==> src/rtl/usr_pkg.sv <==
// Shared constants for the universal shift register: operation codes and FSM state encoding.
package usr_pkg;

    localparam logic [2:0] USR_HOLD = 3'b000;
    localparam logic [2:0] USR_SHL  = 3'b001;
    localparam logic [2:0] USR_SHR  = 3'b010;
    localparam logic [2:0] USR_LOAD = 3'b011;
    localparam logic [2:0] USR_ROTL = 3'b100;
    localparam logic [2:0] USR_ROTR = 3'b101;
    localparam logic [2:0] USR_ASR  = 3'b110;
    localparam logic [2:0] USR_CLR  = 3'b111;

    localparam logic [0:0] USR_IDLE  = 1'b0;
    localparam logic [0:0] USR_SHIFT = 1'b1;

endpackage

==> src/rtl/usr_step.sv <==
// Single-position step function of the shift register; purely combinational.
module usr_step
    import usr_pkg::*;
#(
    parameter int WIDTH = 8
) (
    input  logic [WIDTH-1:0] q,
    input  logic [2:0]       mode,
    input  logic [WIDTH-1:0] d,
    input  logic             sin_l,
    input  logic             sin_r,
    output logic [WIDTH-1:0] q_step
);

    always_comb begin
        unique case (mode)
            USR_SHL:  q_step = {q[WIDTH-2:0], sin_l};
            USR_SHR:  q_step = {sin_r, q[WIDTH-1:1]};
            USR_LOAD: q_step = d;
            USR_ROTL: q_step = {q[WIDTH-2:0], q[WIDTH-1]};
            USR_ROTR: q_step = {q[0], q[WIDTH-1:1]};
            USR_ASR:  q_step = {q[WIDTH-1], q[WIDTH-1:1]};
            USR_CLR:  q_step = '0;
            default:  q_step = q;
        endcase
    end

endmodule

==> src/rtl/universal_shift_register_n.sv <==
// Parametrised universal shift register with single-step ops and an FSM-sequenced counted shift.
module universal_shift_register_n
    import usr_pkg::*;
#(
    parameter int WIDTH = 8,
    parameter int CNT_W = $clog2(WIDTH + 1)
) (
    input  logic             clk,
    input  logic             reset,
    input  logic             en,
    input  logic             start,
    input  logic [2:0]       mode,
    input  logic [CNT_W-1:0] amt,
    input  logic [WIDTH-1:0] d,
    input  logic             sin_l,
    input  logic             sin_r,
    output logic [WIDTH-1:0] q,
    output logic             sout_l,
    output logic             sout_r,
    output logic             busy,
    output logic             done
);

    logic [0:0]       state_q, state_d;
    logic [CNT_W-1:0] rem_q, rem_d;
    logic [2:0]       mode_r_q, mode_r_d;
    logic [WIDTH-1:0] q_q, q_d;
    logic             done_q, done_d;
    logic [2:0]       step_mode;
    logic [WIDTH-1:0] q_step;

    // One step unit serves both paths: the live mode in IDLE, the latched mode in SHIFT.
    assign step_mode = (state_q == USR_SHIFT) ? mode_r_q : mode;

    usr_step #(.WIDTH(WIDTH)) u_step (
        .q      (q_q),
        .mode   (step_mode),
        .d      (d),
        .sin_l  (sin_l),
        .sin_r  (sin_r),
        .q_step (q_step)
    );

    always_comb begin
        // NOTE: every output of this block gets a default first so no path can infer a latch.
        state_d  = state_q;
        rem_d    = rem_q;
        mode_r_d = mode_r_q;
        q_d      = q_q;
        done_d   = 1'b0;

        unique case (state_q)
            USR_IDLE: begin
                if (start) begin
                    mode_r_d = mode;
                    rem_d    = amt;
                    state_d  = USR_SHIFT;
                end else if (en) begin
                    q_d = q_step;
                end
            end
            default: begin
                if (rem_q == '0) begin
                    state_d = USR_IDLE;
                    done_d  = 1'b1;
                end else begin
                    q_d = q_step;
                    // Load and clear are idempotent, so they finish after a single step.
                    if (rem_q == CNT_W'(1) || mode_r_q == USR_LOAD || mode_r_q == USR_CLR) begin
                        rem_d   = '0;
                        state_d = USR_IDLE;
                        done_d  = 1'b1;
                    end else begin
                        rem_d = rem_q - CNT_W'(1);
                    end
                end
            end
        endcase
    end

    // NOTE: state registers use non-blocking assignments so every flop samples pre-edge values.
    always_ff @(posedge clk) begin
        if (reset) begin
            state_q  <= USR_IDLE;
            rem_q    <= '0;
            mode_r_q <= USR_HOLD;
            q_q      <= '0;
            done_q   <= 1'b0;
        end else begin
            state_q  <= state_d;
            rem_q    <= rem_d;
            mode_r_q <= mode_r_d;
            q_q      <= q_d;
            done_q   <= done_d;
        end
    end

    assign q      = q_q;
    assign sout_l = q_q[WIDTH-1];
    assign sout_r = q_q[0];
    assign busy   = (state_q == USR_SHIFT);
    assign done   = done_q;

endmodule

==> config.mk <==
export PLATFORM = sky130hd
export DESIGN_NAME = universal_shift_register_n
export DESIGN_NICKNAME = d
export VERILOG_FILES = /design/src/rtl/usr_pkg.sv /design/src/rtl/usr_step.sv /design/src/rtl/universal_shift_register_n.sv
export SDC_FILE = /design/constraint.sdc
export NUM_CORES = 1
export LEC_CHECK = 0
export BUFFER_PORTS_ARGS = -buffer_cell sky130_fd_sc_hd__buf_2
export CORE_ASPECT_RATIO = 1.1
export CORE_MARGIN = 3
export CORE_UTILIZATION = 48
export CTS_CLUSTER_SIZE = 28
export DETAILED_ROUTE_END_ITERATION = 10
export PLACE_DENSITY = 0.77
export SETUP_SLACK_MARGIN = 0.15
export SYNTH_ARGS = -nofsm -noshare
export SYNTH_HDL_FRONTEND = slang
export SYNTH_HIERARCHICAL = 1
export SYNTH_SLANG_ARGS = --single-unit
==> constraint.sdc <==
create_clock -name clk -period 1.65 [get_ports clk]
set_input_delay 0.4125 -clock clk [delete_from_list [all_inputs] [get_ports clk]]
set_output_delay 0.4125 -clock clk [all_outputs]
set_load 0.02 [all_outputs]
==> impl_results.md, run 1 <==
- R2R Path End: q[2]
- Die ar.: 0.003706 sq mm
- Max VDD drop: 503.7 uV
- Detailed-routing iteration count for the pre-antenna-repair pass: 4
- Clk_lat worst skew: 0.32 ns
- Initial Utilization: 51.11%
- Max Root-Sink Buffers: 2
- CTS tree: built
- Fmax achieved: 598.9 MHz
- # setup viols final: 1
- Met3 usage: 4.713%
- Worst Hold End: mode_r_q[2]
- Clock Tree Root: clkbuf_4
- Met2 Resource Use GR: 36.03%
- Placed insts: 235
- Worst setup SP type: flip-flop
- Warnings from Yosys: 6
- Max-slew headroom: 72.95%
- Met1 GRT Util: 27.74%
- Synth Flop Type: dfxtp_1
- First-pass GRT wire length: 6.451 mm
- Leakage: 0.8339 nW
- Number of synthesized flops with an enable pin: 0
- IO Port Bufs: 32
- Area of the multi-input gates: 0.001094 sq mm
- Power Dens Cells: 848.4 mW/mm^2
- Clock transition at path regs: 0.12 ns
- Reg-to-reg critical path startpoint: busy
- Maximum Capacitance Violations: 0
- Status: finished, violations left
- Clk sinks: 17
- Syn nets: 196
- FF-to-FF path depth: 6
- Fin crit period: 1.670 ns
- Final nets: 244
- Yosys reg bits: 17
- Post-synthesis cell count: 172
- Ys async rst share: 0%
- Hold_buf cts: 0
- Post-synthesis cell type count: 46
- Crit Path Max Fanout: 8
- Register area share after synthesis: 23.55%
- Final setup margin: -0.01985 ns
- R2R Setup Slk: -0.02 ns
- Initial antenna violation count: 0
- Commonest non-fill, non-tap cell in the layout: buf_2
- Row Count: 20
- Final hold violation count: 0
- Grt total ovfl: 0
- Syn_area_per_cell: 8.402 sq um
- Kind of critical path: reg -> reg
- Die height: 63.55 um
- Vias/cell: 6.242
- Critical path data arrival time: 1.91 ns
- Synth-to-Final Area Change: 30.65%
- Overall Global Routing Usage: 22.45%
- Wirelength per Cell: 17.08 um
- Final wirelength: 4.303 mm
- Total Negative Setup Slacks: -0.01985 ns
- IO Pins: 33
- Synth Cell Area: 0.001445 sq mm
- Tot Pwr: 1.602 mW
- Share of the synthesized area in the top cell type: 23.55%
- GR peak layer: met2
- DP HPWL: 2.600 mm
- Fillcell total: 236
- ANT nets after route: 0
- Vias: 1573
- Unrepaired setup endpoints after global routing: true
- Top post-synthesis cells by area: dfxtp_1 (24%), mux2i_1 (9.7%), nand2b_1 (9.1%)
- Worst Skew: 0.01525 ns
- Die W: 58.32 um
- Register area: 346.6 sq um
- DRT iter0 DRCs: 111
- CP endpoint kind: flip-flop
- Largest net degree at the start of global routing: 19
- CTS Buf Count: 3
- Slew @ Worst Pin: 0.4042 ns
- Final cell count without fillers: 252
- Fin crit share: 101.2%
- Share of cells above drive strength 1: 41.55%
- # H-tree levels: 1
- Core area: 0.002828 sq mm
- Critical path data required time: 1.89 ns
- Slew Viols, Final: 0
- Area leader, netlist: dfxtp_1
- Vias in the first global route: 1404
- Antenna Cells: 0
- Tightest Hold Check Type: in -> reg
- Hold_sp: mode[2]
- WHS: 0.3729 ns
- # DRC: 0
- Failing checks: negative setup slack
- Hold path cells: 3
- Leading cell types in the layout, fill and taps excluded: buf_2 (32), nand2b_1 (21), buf_4 (16), mux2i_1 (14), dfxtp_1 (14)
- RePlAce Congestion: 0.8492
## worst max-delay path by stage
stage	to	slack, ns	start	depth (start not counted)
finish	q[2]	-0.02	busy	6
global route	q[0]	-0.12	busy	6
CTS	q[2]	0.03	busy	6
detailed placement	q[7]	-0.13	mode[1]	7
global placement	q[7]	-0.06	mode[1]	7
floorplan	q[3]	-0.07	busy	9
## per-layer routing
metal | up-vias | wire [um]
li1 | 726 | -
met1 | 735 | 1645
met2 | 95 | 2097
met3 | 17 | 389
met4 | 0 | 170
met5 | - | 0
## cell families after synthesis
family	share of synthesized area [%]
fa+ha+maj	2.598
buf+inv	10.74
compound gates	25.28
simple gates	25.80
mux	12.03
flops	23.55
## layout make-up
class                   instances  area share (%)
multi-input cells             135           57.92
repair buffers                 53           17.83
flip-flops and latches         17           18.36
clock buffers                   3           1.193
inverters                      10           2.253
well taps                      33           2.187
clock inverters                 1          0.2651
## per-stage QoR
step                area [sq um]  setup slack, ns  util, %
floorplan                   1459         -0.06804        -
global placement            1627         -0.05569    57.52
detailed placement          1627          -0.1259    57.52
CTS                         1770          0.02822    62.61
global route                1888          -0.1221    66.77
finish                      1888         -0.01985    66.77
## what timing repair did
action                     CTS  global route
buffers inserted             6             3
pin swaps                    3             9
resized for setup           14            20
setup endpoints to repair    9            15
gates cloned                 3             1
## power breakdown
part | total [mW] | internal (mW) | switching, mW
sequential | 0.529 | 0.459 | 0.0702
combinational | 0.823 | 0.416 | 0.407
clock | 0.250 | 0.0907 | 0.159
## cell usage after synthesis, drive strengths merged, types with 3 or more instances
library cell / n
buf: 10
nand2: 7
clkbuf: 4
o221a: 4
mux2i: 14
o22ai: 3
nand2b: 21
nor2b: 9
ha: 3
a32oi: 5
nor3: 3
dfxtp: 17
inv: 10
mux2: 3
nor2: 10
o211ai: 4
or2: 3
a2bb2oi: 3
a21oi: 4
o21ai: 10
## state kept, by name, indices dropped and copies added, names as in the netlist
| register | flops |
|---|---|
| busy | 1 |
| done | 1 |
| mode_r_q | 3 |
| q | 8 |
| rem_q | 4 |
## critical path, stage by stage, from the launching register on
cell and delay [ns]:
dfxtp_4 0.44, mux2_4 0.36, nor2b_4 0.14, o31ai_2 0.23
o221a_1 0.24, nand2b_1 0.06, mux2i_1 0.13
No activity file was read; power rests on OpenSTA's default activity.
==> inputs of run 2 (changes only) <==
CORE_UTILIZATION = 58   (was 48)
PLACE_DENSITY = 0.87   (was 0.77)
clock period = 2 ns   (was 1.65 ns; I/O delays follow)
==> impl_results.md, run 2 (synthesis gave the netlist of run 1 again) <==
- Clk_lat worst skew: 0.29 ns (was 0.32 ns)
- Met3 WL: 207 um (was 389 um)
- Leakage: 0.6944 nW (was 0.8339 nW)
- # setup viols final: 0 (was 1)
- Wire length on met1: 1.446 mm (was 1.645 mm)
- R2R Setup Slk: 0.25 ns (was -0.02 ns)
- Total Negative Setup Slacks: 0 ns (was -0.01985 ns)
- Maximum Capacitance Violations: 0 (unchanged)
- CP cell instances: inv_1 > ha_1 > or3b_4 > a22oi_2 > buf_4 > mux2i_1 (was mux2_4 > nor2b_4 > o31ai_2 > o221a_1 > nand2b_1 > mux2i_1)
- # DRC: 0 (unchanged)
- Status: complete, no violations (was finished, violations left)
- Worst Skew: 0.009418 ns (was 0.01525 ns)
- Synth-to-Final Area Change: 10.56% (was 30.65%)
- Kind of critical path: reg -> reg (unchanged)
- Crit path to: q[7] (was q[2])
- Final wirelength: 3.390 mm (was 4.303 mm)
- Power Dens Cells: 698.7 mW/mm^2 (was 848.4 mW/mm^2)
- Worst setup SP type: flip-flop (unchanged)
- Initial Utilization: 62.91% (was 51.11%)
- Tot Pwr: 1.116 mW (was 1.602 mW)
- Tightest Hold Check Type: in -> reg (unchanged)
- Wire length on met2: 1.669 mm (was 2.097 mm)
- Area after DPL: 0.001564 sq mm (was 0.001627 sq mm)
- CTS tree: built (unchanged)
- Stages on the worst setup path: 6 (unchanged)
- Slew @ Worst Pin: 0.4339 ns (was 0.4042 ns)
- Die W: 53.60 um (was 58.32 um)
- First-pass GRT wire length: 5.816 mm (was 6.451 mm)
- IO Port Bufs: 32 (unchanged)
- Max VDD drop: 467.0 uV (was 503.7 uV)
- Worst path max stage delay: 0.41 ns (was 0.44 ns)
- Unrepaired setup endpoints after global routing: false (was true)
- IO Pins: 33 (unchanged)
- Wirelength per Cell: 14.80 um (was 17.08 um)
- DRT iter0 DRCs: 55 (was 111)
- Max-slew headroom: 70.97% (was 72.95%)
- Clock transition at path regs: 0.11 ns (was 0.12 ns)
- Max Root-Sink Buffers: 2 (unchanged)
- Fin crit period: 1.749 ns (was 1.670 ns)
- CP endpoint kind: flip-flop (unchanged)
- CP max-delay cell: or3b_4 (was dfxtp_4)
- Max reg flops: 8 (unchanged)
- Clock Tree Root: clkbuf_4 (unchanged)
- Slew Viols, Final: 0 (unchanged)
- Antenna Cells: 0 (unchanged)
- Detailed-routing iteration count for the pre-antenna-repair pass: 4 (unchanged)
- Crit Path Max Fanout: 8 (unchanged)
- Row Count: 18 (was 20)
- CP startpoint: rem_q[0] (was busy)
- Postcts setup bufs: 0 (was 6)
- Finished Cell Area: 0.001598 sq mm (was 0.001888 sq mm)
- Reg-to-reg critical path startpoint: rem_q[0] (was busy)
- Final hold violation count: 0 (unchanged)
- Family with the most delay on the worst path: simple AND/OR/NAND/NOR gates (was multiplexers)
- Vias: 1389 (was 1573)
- ANT nets after route: 0 (unchanged)
- Vias in the first global route: 1363 (was 1404)
- Fmax achieved: 571.9 MHz (was 598.9 MHz)
- Vias/cell: 6.066 (was 6.242)
- # H-tree levels: 1 (unchanged)
- Largest net degree at the start of global routing: 28 (was 19)
- Overall Global Routing Usage: 24.23% (was 22.45%)
- Top layer in use: met4 (unchanged)
- FF-to-FF path depth: 6 (unchanged)
- Hold_buf cts: 0 (unchanged)
- Die height: 58.35 um (was 63.55 um)
- CP Buf/Inv Count: 2 (was 0)
- CTS Buf Count: 3 (unchanged)
- Leading cell types in the layout, fill and taps excluded: buf_2 (32), nand2b_1 (21), dfxtp_1 (16), mux2i_1 (14), nor2_1 (9) (was buf_2 (32), nand2b_1 (21), buf_4 (16), mux2i_1 (14), dfxtp_1 (14))
- Critical path data required time: 2.22 ns (was 1.89 ns)
- Initial antenna violation count: 0 (unchanged)
- Critical path data arrival time: 1.97 ns (was 1.91 ns)
- RePlAce Congestion: 0.9019 (was 0.8492)
- Final nets: 224 (was 244)
- Fin crit share: 87.43% (was 101.2%)
- Die ar.: 0.003127 sq mm (was 0.003706 sq mm)
- Fillcell total: 206 (was 236)
- R2R Path End: q[7] (was q[2])
- Clk sinks: 17 (unchanged)
- Core area: 0.002297 sq mm (was 0.002828 sq mm)
- DP HPWL: 2.466 mm (was 2.600 mm)
- Grt total ovfl: 0 (unchanged)
- Commonest non-fill, non-tap cell in the layout: buf_2 (unchanged)
- Share of cells above drive strength 1: 26.13% (was 41.55%)
[run 2: how the worst min path moves through the flow]
stage                startpoint           to  slack (ns)  depth (start not counted)
detailed placement  mode_r_q[2]  mode_r_q[2]        0.48                          2
floorplan           mode_r_q[2]  mode_r_q[2]        0.45                          2
CTS                     mode[2]  mode_r_q[2]        0.45                          3
global placement    mode_r_q[2]  mode_r_q[2]        0.47                          2
finish                  mode[2]  mode_r_q[2]        0.46                          3
global route            mode[2]  mode_r_q[2]        0.47                          3
[run 2: power breakdown]
| group | total [mW] | switching (mW) | leakage (nW) | internal (mW) |
|---|---|---|---|---|
| Combinational | 0.498 | 0.268 | 0.540 | 0.230 |
| Sequential | 0.430 | 0.0526 | 0.140 | 0.377 |
| Clock | 0.189 | 0.111 | 0.0150 | 0.0775 |
[run 2: cell type report]
| class | count | area (sq um) | share of cell area [%] |
|---|---|---|---|
| sequential | 17 | 341.6 | 21.38 |
| inverter | 10 | 37.54 | 2.349 |
| clock buffer | 4 | 26.28 | 1.644 |
| multi-input combinational | 131 | 957.2 | 59.91 |
| timing repair buffer | 37 | 197.7 | 12.37 |
| tap | 30 | 37.54 | 2.349 |
[run 2: metal layers]
metal | GRT usage, % | vias up
li1 | - | 680
met4 | 11.68 | 0
met1 | 31.12 | 646
met2 | 38.88 | 55
met3 | 4.051 | 8
met5 | 0 | -
[run 2: worst reg2reg max path: stages (launching register included)]
cell and delay, ns:
dfxtp_1 0.37, inv_1 0.09, ha_1 0.17, or3b_4 0.41
a22oi_2 0.19, buf_4 0.23, mux2i_1 0.21
[run 2: per-stage QoR]
step                cells  hold WS, ns  setup WS, ns  util [%]
finish                229       0.4606        0.2514     69.55
global route          229       0.4724        0.1560     69.55
CTS                   229       0.4539        0.2050     69.23
detailed placement    225       0.4832       0.07808     68.08
global placement      225       0.4697        0.1272     68.08
floorplan             172       0.4544        0.1615         -
[run 2: what timing repair did]
item                       4_1_cts  5_1_grt
setup endpoints to repair        0        6
hold endpoints to repair         0        0
resized for setup                0        2
==> inputs of run 3 (changes only) <==
CORE_MARGIN = 8   (was 3)
==> impl_results.md, run 3 (synthesis gave the netlist of run 1 again) <==
- Status: complete, no violations (unchanged)
- Vias: 1363 (was 1389)
- Vias/cell: 5.978 (was 6.066)
- Critical path data required time: 2.22 ns (about the same)
- Max VDD drop: 554.0 uV (was 467.0 uV)
- Maximum Capacitance Violations: 0 (unchanged)
- Pint: 0.6811 mW (was 0.6849 mW)
- Final nets: 222 (was 224)
- Antenna Cells: 0 (unchanged)
- Comb pwr share: 44.4% (was 44.6%)
- # H-tree levels: 1 (unchanged)
- Synth-to-Final Area Change: 9.870% (was 10.56%)
- Slew @ Worst Pin: 0.4318 ns (was 0.4339 ns)
- RePlAce Congestion: 0.8459 (was 0.9019)
- Top layer in use: met4 (unchanged)
- Clk pwr share: 16.6% (was 16.9%)
- Die W: 63.60 um (was 53.60 um)
- Detailed-routing iteration count for the pre-antenna-repair pass: 4 (unchanged)
- Fmax achieved: 577.7 MHz (was 571.9 MHz)
- Max-slew headroom: 71.14% (was 70.97%)
- Vias in the first global route: 1374 (was 1363)
- Fin crit share: 86.54% (was 87.43%)
- Total Negative Setup Slacks: 0 ns (unchanged)
- DP HPWL: 2.584 mm (was 2.466 mm)
- Largest net degree at the start of global routing: 28 (unchanged)
- CP cell instances: inv_1 > ha_1 > or3b_4 > a22oi_2 > buf_4 > mux2i_1 (unchanged)
- Final wirelength: 3.459 mm (was 3.390 mm)
- Power Dens Cells: 694.2 mW/mm^2 (was 698.7 mW/mm^2)
- Placed insts: 224 (was 225)
- Critical path data arrival time: 1.95 ns (was 1.97 ns)
- Postcts setup bufs: 0 (unchanged)
- Hold_buf cts: 0 (unchanged)
- Clk_lat worst skew: 0.29 ns (about the same)
- Slew Viols, Final: 0 (unchanged)
- Wirelength per Cell: 15.17 um (was 14.80 um)
- # setup viols final: 0 (unchanged)
- IO Port Bufs: 32 (unchanged)
- CP endpoint kind: flip-flop (unchanged)
- Final cell count without fillers: 228 (was 229)
- Commonest non-fill, non-tap cell in the layout: buf_2 (unchanged)
- Die ar.: 0.004347 sq mm (was 0.003127 sq mm)
- First-pass GRT wire length: 5.858 mm (was 5.816 mm)
- Kind of critical path: reg -> reg (unchanged)
- Fin crit period: 1.731 ns (was 1.749 ns)
- Initial antenna violation count: 0 (unchanged)
- ANT nets after route: 0 (unchanged)
- CP max-delay cell: or3b_4 (unchanged)
- CTS tree: built (unchanged)
- Row Count: 19 (was 18)
- Switching share of power: 38.21% (was 38.65%)
- Overall Global Routing Usage: 16.18% (was 24.23%)
- Unrepaired setup endpoints after global routing: false (unchanged)
- Wire length on met1: 1.500 mm (was 1.446 mm)
- Core area: 0.002425 sq mm (was 0.002297 sq mm)
- Crit Path Max Fanout: 8 (unchanged)
- Worst Skew: 0.006381 ns (was 0.009418 ns)
- Leakage: 0.6882 nW (was 0.6944 nW)
- Worst path max stage delay: 0.41 ns (about the same)
- IO Pins: 33 (unchanged)
- Worst setup SP type: flip-flop (unchanged)
- Tightest Hold Check Type: in -> reg (unchanged)
- Grt total ovfl: 0 (unchanged)
- Post-cts repair resize count: 0 (unchanged)
- Clock Tree Root: clkbuf_4 (unchanged)
- Die height: 68.35 um (was 58.35 um)
- CTS Buf Count: 3 (unchanged)
- Flop pwr share: 39.0% (was 38.5%)
- Wire length on met2: 1.707 mm (was 1.669 mm)
- Met3 WL: 232 um (was 207 um)
- Switching power: 0.4211 mW (was 0.4315 mW)
- Final hold violation count: 0 (unchanged)
- Initial Utilization: 59.60% (was 62.91%)
- DRT iter0 DRCs: 72 (was 55)
- Share of cells above drive strength 1: 25.38% (was 26.13%)
- Max Root-Sink Buffers: 2 (unchanged)
- Clock transition at path regs: 0.09 ns (was 0.11 ns)
- Leading cell types in the layout, fill and taps excluded: buf_2 (32), nand2b_1 (21), dfxtp_1 (16), mux2i_1 (14), nor2_1 (9) (unchanged)
- Clk sinks: 17 (unchanged)
- Max reg flops: 8 (unchanged)
- # DRC: 0 (unchanged)
==> run 3: cell types whose count changed in the layout (fill, tap and decap cells not counted) <==
cell    delta
buf_4      -2
mux2_4     +1
mux2_2     -1
==> run 3: cell type report <==
type | count | area (sq um)
clock buffers | 4 | 26.28
fillers | 216 | 837.1
inverters | 10 | 37.54
multi-input cells | 131 | 960.9
flip-flops and latches | 17 | 341.6
well taps | 31 | 38.79
repair buffers | 35 | 182.7
==> run 3: metal layers <==
| layer | global-route usage (%) | vias to the layer above |
|---|---|---|
| met5 | 0 | - |
| met4 | 7.242 | 0 |
| met3 | 3.601 | 4 |
| met2 | 28.64 | 60 |
| met1 | 18.52 | 629 |
| li1 | - | 670 |
==> run 3: final timing paths <==
check | depth (start not counted) | end | startpoint | slack, ns
setup reg to reg | 6 | q[2] | rem_q[0] | 0.27
hold reg to reg | 2 | mode_r_q[2] | mode_r_q[2] | 0.52
setup / recovery | 6 | q[2] | rem_q[0] | 0.27
hold / removal | 3 | mode_r_q[0] | mode[0] | 0.47
==> run 3: per-stage QoR <==
stage               hold slack [ns]  worst slack (ns)  utilization, %  cell area, sq um  power [mW]
floorplan                    0.4544            0.1615               -              1449      0.8318
global placement             0.4720            0.1268           63.93              1550      0.8949
detailed placement           0.5178           0.09607           63.93              1550      0.9170
CTS                          0.4599            0.2155           65.02              1577       1.103
global route                 0.4741            0.1615           65.48              1588       1.187
finish                       0.4696            0.2691           65.48              1588       1.102
==> run 3: power by group through the flow <==
stage	combinational [mW]	sequential (mW)	clock [mW]
floorplan	0.383	0.449	0
global placement	0.462	0.432	0
detailed placement	0.481	0.436	0
CTS	0.483	0.428	0.192
global route	0.544	0.438	0.205
finish	0.489	0.430	0.183
==> run 3: critical path, delay by kind of cell (launching register included) <==
| family | cells | cell delay, ns |
|---|---|---|
| AOI/OAI and AO/OA | 1 | 0.21 |
| adders and majority gates | 1 | 0.17 |
| buffers and inverters | 2 | 0.32 |
| DFF | 1 | 0.36 |
| muxes | 1 | 0.20 |
| and+or+nand+nor | 1 | 0.41 |
